===== src/rtl/ifu_fetch_pkg.sv =====
// rtl/ifu_fetch_pkg.sv - shared types and constants for the instruction fetch unit
package ifu_fetch_pkg;

    localparam int XLEN = 32;
    localparam logic [XLEN-1:0] RESET_PC_DEFAULT = 32'h0000_3000;

    typedef enum logic [1:0] {
        ST_IDLE  = 2'd0,
        ST_FETCH = 2'd1,
        ST_VALID = 2'd2,
        ST_FAULT = 2'd3
    } state_t;

    function automatic logic misaligned(input logic [XLEN-1:0] addr);
        return |addr[1:0];
    endfunction

endpackage


===== src/rtl/ifu_fetch_if.sv =====
// rtl/ifu_fetch_if.sv - instruction memory and decode-side signals of the fetch unit
interface ifu_fetch_if;
    import ifu_fetch_pkg::*;

    logic            imem_req;
    logic [XLEN-1:0] imem_addr;
    logic [XLEN-1:0] imem_rdata;
    logic            imem_ack;
    logic [XLEN-1:0] ins;
    logic [XLEN-1:0] ins_addr;
    logic            ins_valid;
    logic [XLEN-1:0] next_ins_addr;
    logic            pc_update;

    modport master (
        output imem_req, imem_addr, ins, ins_addr, ins_valid,
        input  imem_rdata, imem_ack, next_ins_addr, pc_update
    );

    modport slave (
        input  imem_req, imem_addr, ins, ins_addr, ins_valid,
        output imem_rdata, imem_ack, next_ins_addr, pc_update
    );

endinterface


===== src/rtl/ifu_fetch.sv =====
// rtl/ifu_fetch.sv - PC register and req/ack fetch FSM feeding decode and next-PC logic
module ifu_fetch
    import ifu_fetch_pkg::*;
#(
    parameter logic [31:0] RESET_PC = RESET_PC_DEFAULT,
    parameter int          TIMEOUT  = 16,
    parameter int          CNT_W    = 32
) (
    input  logic             clk,
    input  logic             reset,
    ifu_fetch_if.master      bus,
    output logic             fault,
    output logic [CNT_W-1:0] fetch_count
);

    localparam int TMO_W = (TIMEOUT > 1) ? $clog2(TIMEOUT) : 1;

    state_t          state, state_next;
    logic [XLEN-1:0] pc;
    logic [XLEN-1:0] ins;
    logic            imem_req;
    logic            ins_valid;
    logic [TMO_W-1:0] tmo_cnt;

    logic load_ins, load_pc, tmo_clr, tmo_inc;

    always_comb begin
        state_next = state;
        load_ins   = 1'b0;
        load_pc    = 1'b0;
        tmo_clr    = 1'b0;
        tmo_inc    = 1'b0;
        case (state)
            ST_IDLE: begin
                state_next = ST_FETCH;
                tmo_clr    = 1'b1;
            end
            ST_FETCH: begin
                // ack has priority over a timeout landing on the same edge
                if (bus.imem_ack) begin
                    state_next = ST_VALID;
                    load_ins   = 1'b1;
                end else if (TIMEOUT != 0 && tmo_cnt == TMO_W'(TIMEOUT - 1)) begin
                    state_next = ST_FAULT;
                end else begin
                    tmo_inc = 1'b1;
                end
            end
            ST_VALID: begin
                if (bus.pc_update) begin
                    load_pc = 1'b1;
                    if (misaligned(bus.next_ins_addr)) begin
                        state_next = ST_FAULT;
                    end else begin
                        state_next = ST_FETCH;
                        tmo_clr    = 1'b1;
                    end
                end
            end
            ST_FAULT: state_next = ST_FAULT;
            default:  state_next = ST_FAULT;
        endcase
    end

    // Status outputs are registered from the next state so they track state exactly.
    always_ff @(posedge clk or posedge reset) begin
        if (reset) begin
            state       <= ST_IDLE;
            pc          <= RESET_PC;
            ins         <= '0;
            imem_req    <= 1'b0;
            ins_valid   <= 1'b0;
            fault       <= 1'b0;
            fetch_count <= '0;
            tmo_cnt     <= '0;
        end else begin
            state     <= state_next;
            imem_req  <= (state_next == ST_FETCH);
            ins_valid <= (state_next == ST_VALID);
            fault     <= (state_next == ST_FAULT);
            if (load_ins) begin
                ins         <= bus.imem_rdata;
                fetch_count <= fetch_count + CNT_W'(1);
            end
            if (load_pc) begin
                pc <= bus.next_ins_addr;
            end
            if (tmo_clr) begin
                tmo_cnt <= '0;
            end else if (tmo_inc) begin
                tmo_cnt <= tmo_cnt + TMO_W'(1);
            end
        end
    end

    assign bus.imem_req  = imem_req;
    assign bus.imem_addr = pc;
    assign bus.ins       = ins;
    assign bus.ins_addr  = pc;
    assign bus.ins_valid = ins_valid;

endmodule


===== src/flat_wrapper.sv =====
// flat-port wrapper written by rule: the top's interface ports become plain ports
module ifu_fetch_flat import ifu_fetch_pkg::*;
#(
    parameter logic [31:0] RESET_PC = RESET_PC_DEFAULT,
    parameter int          TIMEOUT  = 16,
    parameter int          CNT_W    = 32
)
  (clk, reset, fault, fetch_count, bus_imem_req, bus_imem_addr, bus_ins, bus_ins_addr, bus_ins_valid, bus_imem_rdata, bus_imem_ack, bus_next_ins_addr, bus_pc_update);
  ifu_fetch_if bus_i ();
  input  logic clk;
  input  logic reset;
  output logic fault;
  output logic [CNT_W-1:0] fetch_count;
  output wire logic [$bits(bus_i.imem_req)-1:0] bus_imem_req;
  output wire logic [$bits(bus_i.imem_addr)-1:0] bus_imem_addr;
  output wire logic [$bits(bus_i.ins)-1:0] bus_ins;
  output wire logic [$bits(bus_i.ins_addr)-1:0] bus_ins_addr;
  output wire logic [$bits(bus_i.ins_valid)-1:0] bus_ins_valid;
  input wire logic [$bits(bus_i.imem_rdata)-1:0] bus_imem_rdata;
  input wire logic [$bits(bus_i.imem_ack)-1:0] bus_imem_ack;
  input wire logic [$bits(bus_i.next_ins_addr)-1:0] bus_next_ins_addr;
  input wire logic [$bits(bus_i.pc_update)-1:0] bus_pc_update;
  assign bus_imem_req = bus_i.imem_req;
  assign bus_imem_addr = bus_i.imem_addr;
  assign bus_ins = bus_i.ins;
  assign bus_ins_addr = bus_i.ins_addr;
  assign bus_ins_valid = bus_i.ins_valid;
  assign bus_i.imem_rdata = bus_imem_rdata;
  assign bus_i.imem_ack = bus_imem_ack;
  assign bus_i.next_ins_addr = bus_next_ins_addr;
  assign bus_i.pc_update = bus_pc_update;
  ifu_fetch #(.RESET_PC(RESET_PC), .TIMEOUT(TIMEOUT), .CNT_W(CNT_W)) u_core (.clk(clk), .reset(reset), .bus(bus_i), .fault(fault), .fetch_count(fetch_count));
endmodule

===== config.mk =====
export PLATFORM = sky130hd
export DESIGN_NAME = ifu_fetch_flat
export DESIGN_NICKNAME = d
export VERILOG_FILES = /design/src/rtl/ifu_fetch_pkg.sv /design/src/rtl/ifu_fetch_if.sv /design/src/rtl/ifu_fetch.sv /design/src/flat_wrapper.sv
export SDC_FILE = /design/constraint.sdc
export NUM_CORES = 1
export LEC_CHECK = 0
export ABC_AREA = 1
export CORE_MARGIN = 2
export CORE_UTILIZATION = 44
export DETAILED_ROUTE_END_ITERATION = 8
export PLACE_DENSITY = 0.81
export SYNTH_ARGS = -nofsm -noshare
export SYNTH_HDL_FRONTEND = slang
export SYNTH_SLANG_ARGS = --single-unit

===== constraint.sdc =====
create_clock -name clk -period 3.6 [get_ports clk]
set_input_delay 0.54 -clock clk [delete_from_list [all_inputs] [get_ports clk]]
set_output_delay 0.54 -clock clk [all_outputs]
set_load 0.1 [all_outputs]

==> summary.md, run 1 <==
| Metric | Value |
|---|---|
| Run status | completed |
| Max-slew headroom | around 30% |
| Clock latency on the worst-skew pair | between 0.3 and 0.4 ns |
| Hold buffers post-CTS | 0 |
| Vias in the first global route | just under 4000 |
| Distinct cells, synth | 27 |
| Top_reg_cell synth | dfrtp_1 |
| Post-synth EDFFs | 0 |
| Die Ht | 110 um |
| Synth warn | 0 |
| Synth Area in Compound Gates | slightly above 1% |
| RSZ-0062 raised after global routing | false |
| Starting Density | between 40% and 50% |
| Pre-antenna DRT Iters | 4 |
| Layout cells sized above 1 | a little over a tenth |
| Post-Synth Adder-Cell Area | less than 1% |
| Slew Viols, Final | 0 |
| GRT Util Overall | roughly 22% |
| Avg Cell Area, Syn | around 9.4 um^2 |
| CTS tree | done |
| Antenna-violating nets left | 0 |
| Tmin final | between 2 and 3 ns |
| Synth Instances | between 500 and 600 |
| Critical Path Source Type | flop |
| Worst Path Max Fanout | 3 |
| WL/cell | ~15 um |
| Synth top area cells | dfrtp_1 52%, nand2_1 15%, buf_4 5.2%, mux2_4 4.9%, mux2_2 3.6% |
| Cell accounting for the most synthesized area | dfrtp_1 |
| First-pass GRT wire length | roughly 20 mm |
| Fmax | approximately 380 MHz |
| Final core utilization | approximately 64% |
| Post-CTS Resized | 0 |
| Hold Crit Class | flop to flop |
| PwrDens | roughly 460 nW/um^2 |
| Area of the core | 10900 um^2 |
| Worst setup EP type | output port |
| Port buffer count | approximately 200 |
| Main combinational cell family by area after synthesis | simple AND/OR/NAND/NOR gates |
| WS Path Type | flop to output port |
| # DRC | 0 |
| Required @ worst endpoint | 3.06 ns |
| Multi-input logic area | between 1500 and 2000 um^2 |
| P_leak | 0.00321 uW |
| Hold slack | 0.487 ns |
| Clock-pin slew on the worst setup and hold paths | 0.10 ns |
| FP Rows | 38 |
| Peak VDD IR | between 0.0003 and 0.0004 V |
| IO Count | 199 |
| Worst Skew | approximately 0.022 ns |
| Post-synthesis simple-gate area fraction | between 20% and 30% |
| Syn-to-layout area delta | 41.4% |
| Syn nets | a little under 600 |
| CP max stage cell | clkdlybuf4s50_1 |
| Worst EP arrival | a little over 2 ns |
| H-Tree Depth | 3 |
| Most common cell in the netlist | nand2_1 |
| Post-synthesis sequential area ratio | a little over half |
| Final setup fails | 0 |
| Largest net degree at the start of global routing | between 100 and 150 |
| Root buffer cell | clkbuf_8 |
| Antenna violations before repair | 0 |
| # diodes | 0 |
| Delay of the slowest cell on the worst path | roughly 1.1 ns |
| Top cells by count, synth | 193 x nand2_1, 103 x dfrtp_1, 43 x nor2_1, 34 x buf_4, 34 x inv_1 |
| Violation count after the first detailed-route iteration | 332 |
| Syn Std Cell Area | 4950 um^2 |
| Routed vias | roughly 4000 |
| Total Neg Setup Slack | 0 ns |
| Final Hold Vio Count | 0 |
| Final weighted congestion in routability-driven placement | 0.909 |
| Num CTS Buffers | 9 |
| Share of synthesized registers carrying an async set or reset | between 90% and 100% |
| Final layout net count | about 760 |
| Worst Tran Pin Value | around 1.0 ns |
| Die area | 12100 um^2 |
| Post-synthesis mux area share | 8.50% |
| Register Area | between 2000 and 3000 um^2 |
| Worst path cell trace | clkdlybuf4s50_1 |
| Clock Path Buffers | 2 |
| Max cap viols | 0 |
| Bufs and invs on worst path | 1 |
| Fill cell count | 887 |
| Congestion Overflow GR | 0 |
| Synth Register Bits | roughly 110 |
| Detailed placer's ending HPWL | between 9 and 10 mm |
| Vias per cell | roughly 4.8 |
| DRT Wirelength | around 13 mm |
| Post-Synth XOR/XNOR Area | 2.83% |
| Clock sinks | roughly 110 |
| Delay-heaviest family, CP | buffers and inverters |
| Synth top area share | ~52% |
| Final period util | between 70 and 80% |
| Post-CTS setup buffers | 0 |
| Die width | roughly 110 um |
registers in the layout, summed over array words and instances, names as in the netlist:
signal and count:
u_core.bus.imem_addr 32, u_core.bus.imem_req 1, u_core.bus.ins 32, u_core.bus.ins_valid 1, u_core.fault 1, u_core.fetch_count 32, u_core.state 2, u_core.tmo_cnt 4
metrics by stage:
step	cell area, um^2	power [uW]	setup WS, ns	instances
floorplan	4950	2250	0.303	527
detailed placement	6800	2530	1.13	823
CTS	7000	3260	0.973	839
global placement	6800	2510	1.20	823
global route	7000	3340	0.950	839
finish	7000	3240	0.992	839
cells in the final DEF, fill, tap and decap left out, drive strengths merged:
| cell type | count |
|---|---|
| xnor2 | 11 |
| clkinv | 3 |
| mux2 | 32 |
| nor2 | 53 |
| inv | 36 |
| nand3 | 18 |
| clkbuf | 9 |
| bufinv | 1 |
| o21ai | 9 |
| nand3b | 3 |
| ha | 2 |
| nand4 | 5 |
| nor3 | 5 |
| clkinvlp | 3 |
| nand2 | 199 |
| clkdlybuf4s50 | 198 |
| a21oi | 1 |
| buf | 1 |
| dfstp | 2 |
| dfrtp | 103 |
| xor2 | 5 |
cell families (layout without fill, tap and decap cells):
logic type / count (synthesis) / count (layout)
AND/OR/NAND/NOR: 283 / 283
flip-flops: 105 / 105
buffers and inverters: 79 / 251
multiplexers: 32 / 32
XOR/XNOR: 16 / 16
AO/OA/AOI/OAI: 10 / 10
adder cells (fa/ha/maj): 2 / 2
report_power, final:
group / switching, uW / leakage [uW] / total [uW] / internal, uW
clock: 416 / 0.0000912 / 736 / 320
combinational: 908 / 0.00176 / 1200 / 289
sequential: 54.6 / 0.00136 / 1300 / 1250
total: 1380 / 0.00321 / 3240 / 1860
path summary, 6_finish.rpt:
check	slack (ns)	cells after the start	from	to
max	0.99	1	u_core.bus.imem_addr[12]$_DFFE_PP1P_	bus_imem_addr[12]
min	0.49	2	u_core.bus.ins[18]$_DFFE_PP0P_	u_core.bus.ins[18]$_DFFE_PP0P_
max reg2reg	1.70	7	u_core.state[0]$_DFF_PP0_	u_core.fetch_count[19]$_DFFE_PP0P_
min reg2reg	0.49	2	u_core.bus.ins[18]$_DFFE_PP0P_	u_core.bus.ins[18]$_DFFE_PP0P_
max in group asynchronous	2.55	3	reset	u_core.bus.ins[27]$_DFFE_PP0P_
min in group asynchronous	0.65	3	reset	u_core.bus.imem_addr[9]$_DFFE_PP0P_
layout make-up:
cell class	count	area share, %
flip-flops and latches	105	37.6
repair buffers	199	28.6
multi-input cells	343	26.5
well taps	140	2.50
inverters	36	1.97
clock buffers	9	1.77
clock inverters	7	1.02
routing by layer:
metal / track usage (%) / part of all wire [%] / vias up
met5: 0 / 0 / -
met4: 9.95 / 3.1 / 0
met3: 3.23 / 6.2 / 30
met2: 35.5 / 48 / 137
met1: 27.9 / 42 / 1877
li1: - / - / 1945
No activity file was read; power rests on OpenSTA's default activity.
==> run 2: changes to the inputs <==
CORE_UTILIZATION = 39   (was 44)
PLACE_DENSITY = 0.76   (was 0.81)
clock period = 2.2 ns   (was 3.6 ns; I/O delays follow)
==> summary.md, run 2 (synthesized netlist as in run 1, its figures left out) <==
| Metric | Value |
|---|---|
| Detailed placer's ending HPWL | 9.65 mm |
| Placed insts | 859 |
| Vias in the first global route | between 3000 and 4000 |
| GRT Util Overall | roughly 18% |
| Layout cells sized above 1 | just under 30% |
| DRT Wirelength | ~13 mm |
| First-pass GRT wire length | 19.3 mm |
| Syn-to-layout area delta | 39.2% |
| Num CTS Buffers | 9 |
| Worst setup EP type | flop |
| Fmax | around 640 MHz |
| Starting Density | about two fifths |
| Die width | around 120 um |
| Peak VDD IR | a little under 0.0004 V |
| Worst Path Max Fanout | 15 |
| IO Count | 199 |
| Hold buffers post-CTS | 0 |
| Post-CTS Resized | 0 |
| Most common cell after layout, fill and taps aside | nand2_1 |
| Die Ht | ~120 um |
| Pre-antenna DRT Iters | 4 |
| Commonest non-fill, non-tap cells in the layout | 193 x nand2_1, 133 x buf_4, 103 x dfrtp_1, 67 x clkdlybuf4s50_1, 43 x nor2_1 |
| Clock latency on the worst-skew pair | roughly 0.34 ns |
| Antenna violations before repair | 0 |
| Routed vias | just over 4000 |
| R2R cell count | 7 |
| Final Hold Vio Count | 0 |
| Run status | completed |
| Max cap viols | 0 |
| H-Tree Depth | 3 |
| Largest net degree at the start of global routing | approximately 110 |
| Final period util | between 70% and 80% |
| Final setup margin | 0.627 ns |
| WL/cell | 14.7 um |
| Critical Path Source Type | flop |
| Antenna-violating nets left | 0 |
| R2r setup slk | 0.63 ns |
| Hold Crit Class | input pin to asynchronous set/reset pin |
| Tmin final | between 1.5 and 2 ns |
| P_leak | between 0.003 and 0.004 uW |
| Clock-pin slew on the worst setup and hold paths | around 0.070 ns |
| Fill cell count | 1131 |
| Slew Viols, Final | 0 |
| Post-route insts no fill | between 800 and 900 |
| Pre-CTS setup slack | between 0.3 and 0.4 ns |
| Final layout net count | around 770 |
| Port buffer count | 198 |
| Final setup fails | 0 |
| Required @ worst endpoint | 2.42 ns |
| Area of the core | ~13000 um^2 |
| Max-slew headroom | between 60% and 70% |
| Worst EP arrival | 1.80 ns |
| Final weighted congestion in routability-driven placement | 0.898 |
| WS Path Type | flop to flop |
| CTS tree | done |
| # diodes | 0 |
| Clock Path Buffers | 2 |
| Clock sinks | around 110 |
| Hold slack | just under 0.5 ns |
| Root buffer cell | clkbuf_16 |
| Violation count after the first detailed-route iteration | between 300 and 400 |
| Vias per cell | between 4 and 5 |
| Post-CTS setup buffers | 0 |
| RSZ-0062 raised after global routing | false |
| Congestion Overflow GR | 0 |
| FP Rows | slightly above 40 |
| Die area | 13600 um^2 |
| # DRC | 0 |
| Worst Skew | roughly 0.0043 ns |
| Total Neg Setup Slack | 0 ns |
| PwrDens | approximately 830 nW/um^2 |
| Worst Tran Pin Value | roughly 0.58 ns |
run 2: cell types whose count changed in the layout (fill, tap and decap cells not counted), sizes merged:
| cell | previous run | this run |
|---|---|---|
| inv | 36 | 35 |
| bufinv | 1 | 2 |
| clkbuf | 9 | 13 |
| buf | 1 | 136 |
| clkdlybuf4s50 | 198 | 67 |
| clkinv | 3 | 1 |
| clkinvlp | 3 | 1 |
run 2: per-stage QoR:
stage,cell area [um^2],util (%),power (uW)
after global routing,6890,55.0,5910
after CTS,6890,55.0,5780
final,6890,55.0,5730
after global placement,6570,52.5,4050
after detailed placement,6570,52.5,4070
after floorplan,4950,-,3690
run 2: path summary, 6_finish.rpt:
kind	start	endpoint
hold reg to reg	u_core.bus.ins[19]$_DFFE_PP0P_	u_core.bus.ins[19]$_DFFE_PP0P_
min in group clk	u_core.bus.ins[19]$_DFFE_PP0P_	u_core.bus.ins[19]$_DFFE_PP0P_
setup reg to reg	u_core.state[0]$_DFF_PP0_	u_core.fetch_count[19]$_DFFE_PP0P_
max in group asynchronous	reset	u_core.fetch_count[26]$_DFFE_PP0P_
hold / removal	reset	u_core.bus.imem_addr[26]$_DFFE_PP0P_
setup / recovery	u_core.state[0]$_DFF_PP0_	u_core.fetch_count[19]$_DFFE_PP0P_
run 2: cell type report:
class | count | area (um^2) | share of cell area (%)
clock buffer | 13 | 250 | 3.63
clock inverter | 3 | 65.1 | 0.945
inverter | 36 | 139 | 2.02
multi-input combinational | 343 | 1860 | 27.0
sequential | 105 | 2630 | 38.2
tap | 172 | 215 | 3.13
timing repair buffer | 203 | 1730 | 25.1
run 2: per-layer routing:
| layer | vias up | share of wire, % | GRT usage, % | wire, um |
|---|---|---|---|---|
| met3 | 18 | 6.5 | 3.37 | 838 |
| li1 | 1957 | - | - | - |
| met2 | 143 | 49 | 31.6 | 6350 |
| met1 | 1950 | 43 | 23.3 | 5500 |
| met4 | 0 | 1.7 | 6.43 | 213 |
| met5 | - | 0 | 0 | 0 |
run 2: worst max-delay path: stages, from the launching register on:
cell	delay [ns]
dfrtp_1	0.40
inv_1	0.10
nor2_2	0.13
nand2_2	0.27
nor2_1	0.23
nand2_1	0.09
o21ai_0	0.15
nand2_1	0.08
run 2: power by group:
group	internal [uW]	switching (uW)
Sequential	2050	85.5
Clock	1030	678
Combinational	410	1490
==> run 3: changes to the inputs <==
clock period = 1.28 ns   (was 2.2 ns; I/O delays follow)
==> summary.md, run 3 (synthesized netlist as in run 1, its figures left out) <==
| Metric | Value |
|---|---|
| Tmin final | ~1.5 ns |
| FP Rows | 41 |
| Final Hold Vio Count | 0 |
| Final period util | 117% |
| Final Instance Area | 9740 um^2 |
| Slew Viols, Final | 0 |
| Pre-CTS setup slack | -0.377 ns |
| Most common cell after layout, fill and taps aside | nand2_1 |
| Violation count after the first detailed-route iteration | between 300 and 400 |
| Violated checks | setup timing |
| Worst Tran Pin Value | 0.382 ns |
| Final core utilization | between 70% and 80% |
| # diodes | 0 |
| CP dominant cell by count | nand2_1 |
| Placed cell area | roughly 8700 um^2 |
| R2r startpoint | u_core.fetch_count[16]$_DFFE_PP0P_ |
| WS Path Type | flop to flop |
| Max-slew headroom | 74.3% |
| CTS tree | done |
| Port buffer count | just under 200 |
| Final layout net count | between 800 and 900 |
| WL/cell | 19.6 um |
| P_leak | around 0.0045 uW |
| Die width | 117 um |
| Critical Path Source Type | flop |
| Hold Crit Class | input pin to asynchronous set/reset pin |
| Root buffer cell | clkbuf_16 |
| Placed insts | ~900 |
| Worst EP arrival | about 1.7 ns |
| Delay of the slowest cell on the worst path | between 0.4 and 0.5 ns |
| Worst Skew | between 0.01 and 0.015 ns |
| Detailed placer's ending HPWL | around 13 mm |
| Required @ worst endpoint | roughly 1.5 ns |
| Vias in the first global route | 4831 |
| Max cap viols | 0 |
| Clock latency on the worst-skew pair | ~0.35 ns |
| Delay-heaviest family, CP | simple AND/OR/NAND/NOR gates |
| Clock-pin slew on the worst setup and hold paths | about 0.080 ns |
| CP max stage cell | dfrtp_2 |
| Fmax | about 670 MHz |
| Pre-antenna DRT Iters | 5 |
| Fill cell count | just over 700 |
| Starting Density | 39.5% |
| Final setup margin | -0.219 ns |
| Syn-to-layout area delta | 96.9% |
| Bufs and invs on worst path | 0 |
| Run status | complete, but fails checks |
| DRT Wirelength | about 19 mm |
| Worst setup EP type | flop |
| Worst Path Max Fanout | 3 |
| Num CTS Buffers | 9 |
| Crit path from | u_core.fetch_count[16]$_DFFE_PP0P_ |
| Layout cells sized above 1 | a little over half |
| Worst path cell trace | nand2_1, nor2_1, nand2_1, nor2_2, nand2_1, nand2_1, nand2_1 |
| Post-route insts no fill | ~950 |
| # DRC | 0 |
| Largest net degree at the start of global routing | 54 |
| Total Power | approximately 11000 uW |
| Antenna violations before repair | 0 |
| Die area | roughly 14000 um^2 |
| Peak VDD IR | between 0.0006 and 0.0007 V |
| Antenna-violating nets left | 0 |
| Clock sinks | 105 |
| Die Ht | 117 um |
| Congestion Overflow GR | 0 |
| Final setup fails | 83 |
| Clock Path Buffers | 2 |
| Final weighted congestion in routability-driven placement | between 0.9 and 1 |
| GRT Util Overall | 24.9% |
| IO Count | 199 |
| Routed vias | between 4000 and 5000 |
| Commonest non-fill, non-tap cells in the layout | 166 x nand2_1, 137 x buf_12, 66 x clkdlybuf4s50_1, 62 x dfrtp_2, 41 x dfrtp_1 |
| H-Tree Depth | 3 |
| Vias per cell | about 5.0 |
| PwrDens | about 1100 nW/um^2 |
| First-pass GRT wire length | 25.9 mm |
| RSZ-0062 raised after global routing | true |
| Area of the core | between 10000 and 15000 um^2 |
[run 3: what timing repair did]
item / CTS / global route
hold buffers: 0 / 0
resized for setup: 72 / 68
setup buffers: 6 / 22
pin swaps: 29 / 25
gates cloned: 1 / 2
endpoints found under the setup margin: 113 / 127
[run 3: worst min-delay path, delay by kind of cell]
| kind | cells | cell delay, ns |
|---|---|---|
| buffers and inverters | 3 | 0.86 |
[run 3: area by class of cell]
type	count	area, um^2	area share [%]
flip-flops and latches	105	2720	27.9
multi-input cells	344	2280	23.5
clock buffers	9	225	2.31
clock inverters	7	61.3	0.629
repair buffers	275	4090	42.0
well taps	172	215	2.21
inverters	36	148	1.52
[run 3: where the power goes]
group / switching, uW / leakage, uW / internal (uW)
registers: 328 / 0.00127 / 3540
clock network: 1360 / 0.000135 / 1360
logic: 2610 / 0.00306 / 1500
[run 3: path summary, 6_finish.rpt]
check	to	slack, ns	depth (start not counted)
worst min-delay path	u_core.bus.ins[11]$_DFFE_PP0P_	0.31	3
worst max-delay path	u_core.fetch_count[27]$_DFFE_PP0P_	-0.22	7
worst max register to register	u_core.fetch_count[27]$_DFFE_PP0P_	-0.22	7
max in group asynchronous	u_core.bus.imem_addr[12]$_DFFE_PP1P_	0.68	3
worst min register to register	u_core.tmo_cnt[1]$_DFFE_PP0P_	0.51	2
min in group clk	u_core.bus.ins[11]$_DFFE_PP0P_	0.38	3
[run 3: per-layer routing]
metal / track usage, % / vias up / share of wire, % / wire length [um]
met1: 28.2 / 2298 / 34 / 6380
met2: 46.4 / 273 / 54 / 9980
met5: 0 / - / 0 / 0
met4: 8.63 / 0 / 4.5 / 832
met3: 5.24 / 77 / 7.6 / 1410
li1: - / 2100 / - / -
[run 3: stage by stage]
step | hold slack (ns) | TNS (ns)
2_1_floorplan | 0.302 | -31.77
3_3_place_gp | 0.483 | -18.45
3_5_place_dp | 0.502 | -19.96
4_1_cts | 0.320 | -1.68
5_1_grt | 0.327 | -8.86
6_report | 0.315 | -4.97
==> edit: new RTL, flow settings as in run 3 <==
The 4 states of `state_t` get a Gray code encoding in 2 bits.
--- a/src/rtl/ifu_fetch_pkg.sv
+++ b/src/rtl/ifu_fetch_pkg.sv
@@ -7,6 +7,6 @@
     typedef enum logic [1:0] {
-        ST_IDLE  = 2'd0,
-        ST_FETCH = 2'd1,
-        ST_VALID = 2'd2,
-        ST_FAULT = 2'd3
+        ST_IDLE  = 2'b00,
+        ST_FETCH = 2'b01,
+        ST_VALID = 2'b11,
+        ST_FAULT = 2'b10
     } state_t;
Function: no difference found for any inputs over 10 cycles, from zero or initial values and one cycle with reset high; not proved beyond that.
==> edit against run 3 <==
The flow still finishes with violations (setup timing). Critical path depth rose by 2. Worst setup slack got worse by 0.17 ns. Highest routed layer unchanged. Maximum frequency fell by 10%. Core utilization rose by 6.4 points. Via count rose by 12%. Design area rose by 5.1%. Count of clock-buffer cells in the layout rose by 5. Sequential cell count did not move. Routed wire length rose by 7.0%. Non-clock buffer count rose by 29. Synthesized area fell by 0.94%.
Power is left out: the tool's default activity adds up to more than one toggle a clock period on the data nets, which glitch-free logic cannot reach.
==> edit: results (changes against run 3) <==
- Postcts setup bufs: 19 (+13)
- Failing checks: setup timing
- DRT met1 WL: 6860 um (+7.5%)
- Final WS setup: -0.3854 ns (-0.1666 ns)
- Share of post-route cells with drive strength above 1: 49.65% (-4.0 points)
- FF/Latch Area: 2713 um^2 (about the same)
- CTS resizes: 55 (-24%)
- Crit path max fanout: 6 (+3)
- Initial DRC Count: 386 (+14%)
- Syn Nets: 668 (+12%)
- Worst hold slack: 0.2946 ns (-0.02039 ns)
- NumNets Final: 937 (+11%)
- R2R depth: 9 (+2)
- Buffer share of cell area: 43.84% (+1.8 points)
- Inverters: 41 (+14%)
- # setup viols final: 122 (+47%)
- Fill cells: 572 (-20%)
- Post-synthesis sequential area ratio: 53.66% (+0.50 points)
- WP data arrival: 1.90 ns (+0.18 ns)
- Tot GR Track Use: 24.86% (-0.040 points)
- RePlAce Congestion: 0.9095 (-3.4%)
- Clock-cell share of area: 3.017% (+0.076 points)
- GRT met3 Usage: 6.124% (+0.88 points)
- Dominant cell type by area after synthesis: dfrtp_1
- Detailed Place HPWL: 11550 um (-8.2%)
- Slew margin rel.: 74.95% (+0.70 points)
- Met3 WL: 1481 um (+4.9%)
- Top cells by count, synth: 273 x nand2_1, 103 x dfrtp_1, 40 x inv_1
- Unique masters post-synth: 26 (-3.7%)
- Fraction of area in multi-input gates: 22.87% (-0.58 points)
- Clock buffers: 14 (+5)
- Worst setup startpoint: u_core.state[1]
- Via density: 5.111 (+2.0%)
- GRT met2 Usage: 44.52% (-1.8 points)
- Status: complete, but fails checks
- Setup Skew: 0.01190 ns (-0.00002390 ns)
- Met2 wire length: 10400 um (+4.2%)
- Multi-input combinational cell count: 402 (+17%)
- CP Capture Point: u_core.fetch_count[25]
- Drt wl/cell: 19.21 um (-2.1%)
[edit: cells by family after synthesis]
kind of cell / synth area share (%)
buf+inv: 9.318
xor+xnor: 3.395
fa+ha+maj: 1.532
compound gates: 1.276
flops: 53.66
simple gates: 30.81
[edit: worst max-delay path, cell delays in order (launching register included)]
cell,delay (ns)
dfrtp_1,0.44
inv_2,0.11
ha_4,0.17
nand2_8,0.10
nor2_2,0.18
nand3_1,0.13
nor2_2,0.19
nand2_1,0.07
nand2_1,0.07
nand2_1,0.07
[edit: stage by stage]
step	util [%]	cells	instance area (um^2)	setup WS (ns)	setup TNS [ns]
floorplan	-	594	5045	-0.4357	-32.94
global placement	72.00	979	8756	-0.2966	-15.22
detailed placement	72.00	979	8756	-0.3727	-17.48
CTS	77.78	1015	9459	-0.1760	-8.330
global route	84.22	1036	10240	-0.4729	-29.47
finish	84.22	1036	10240	-0.3854	-24.73
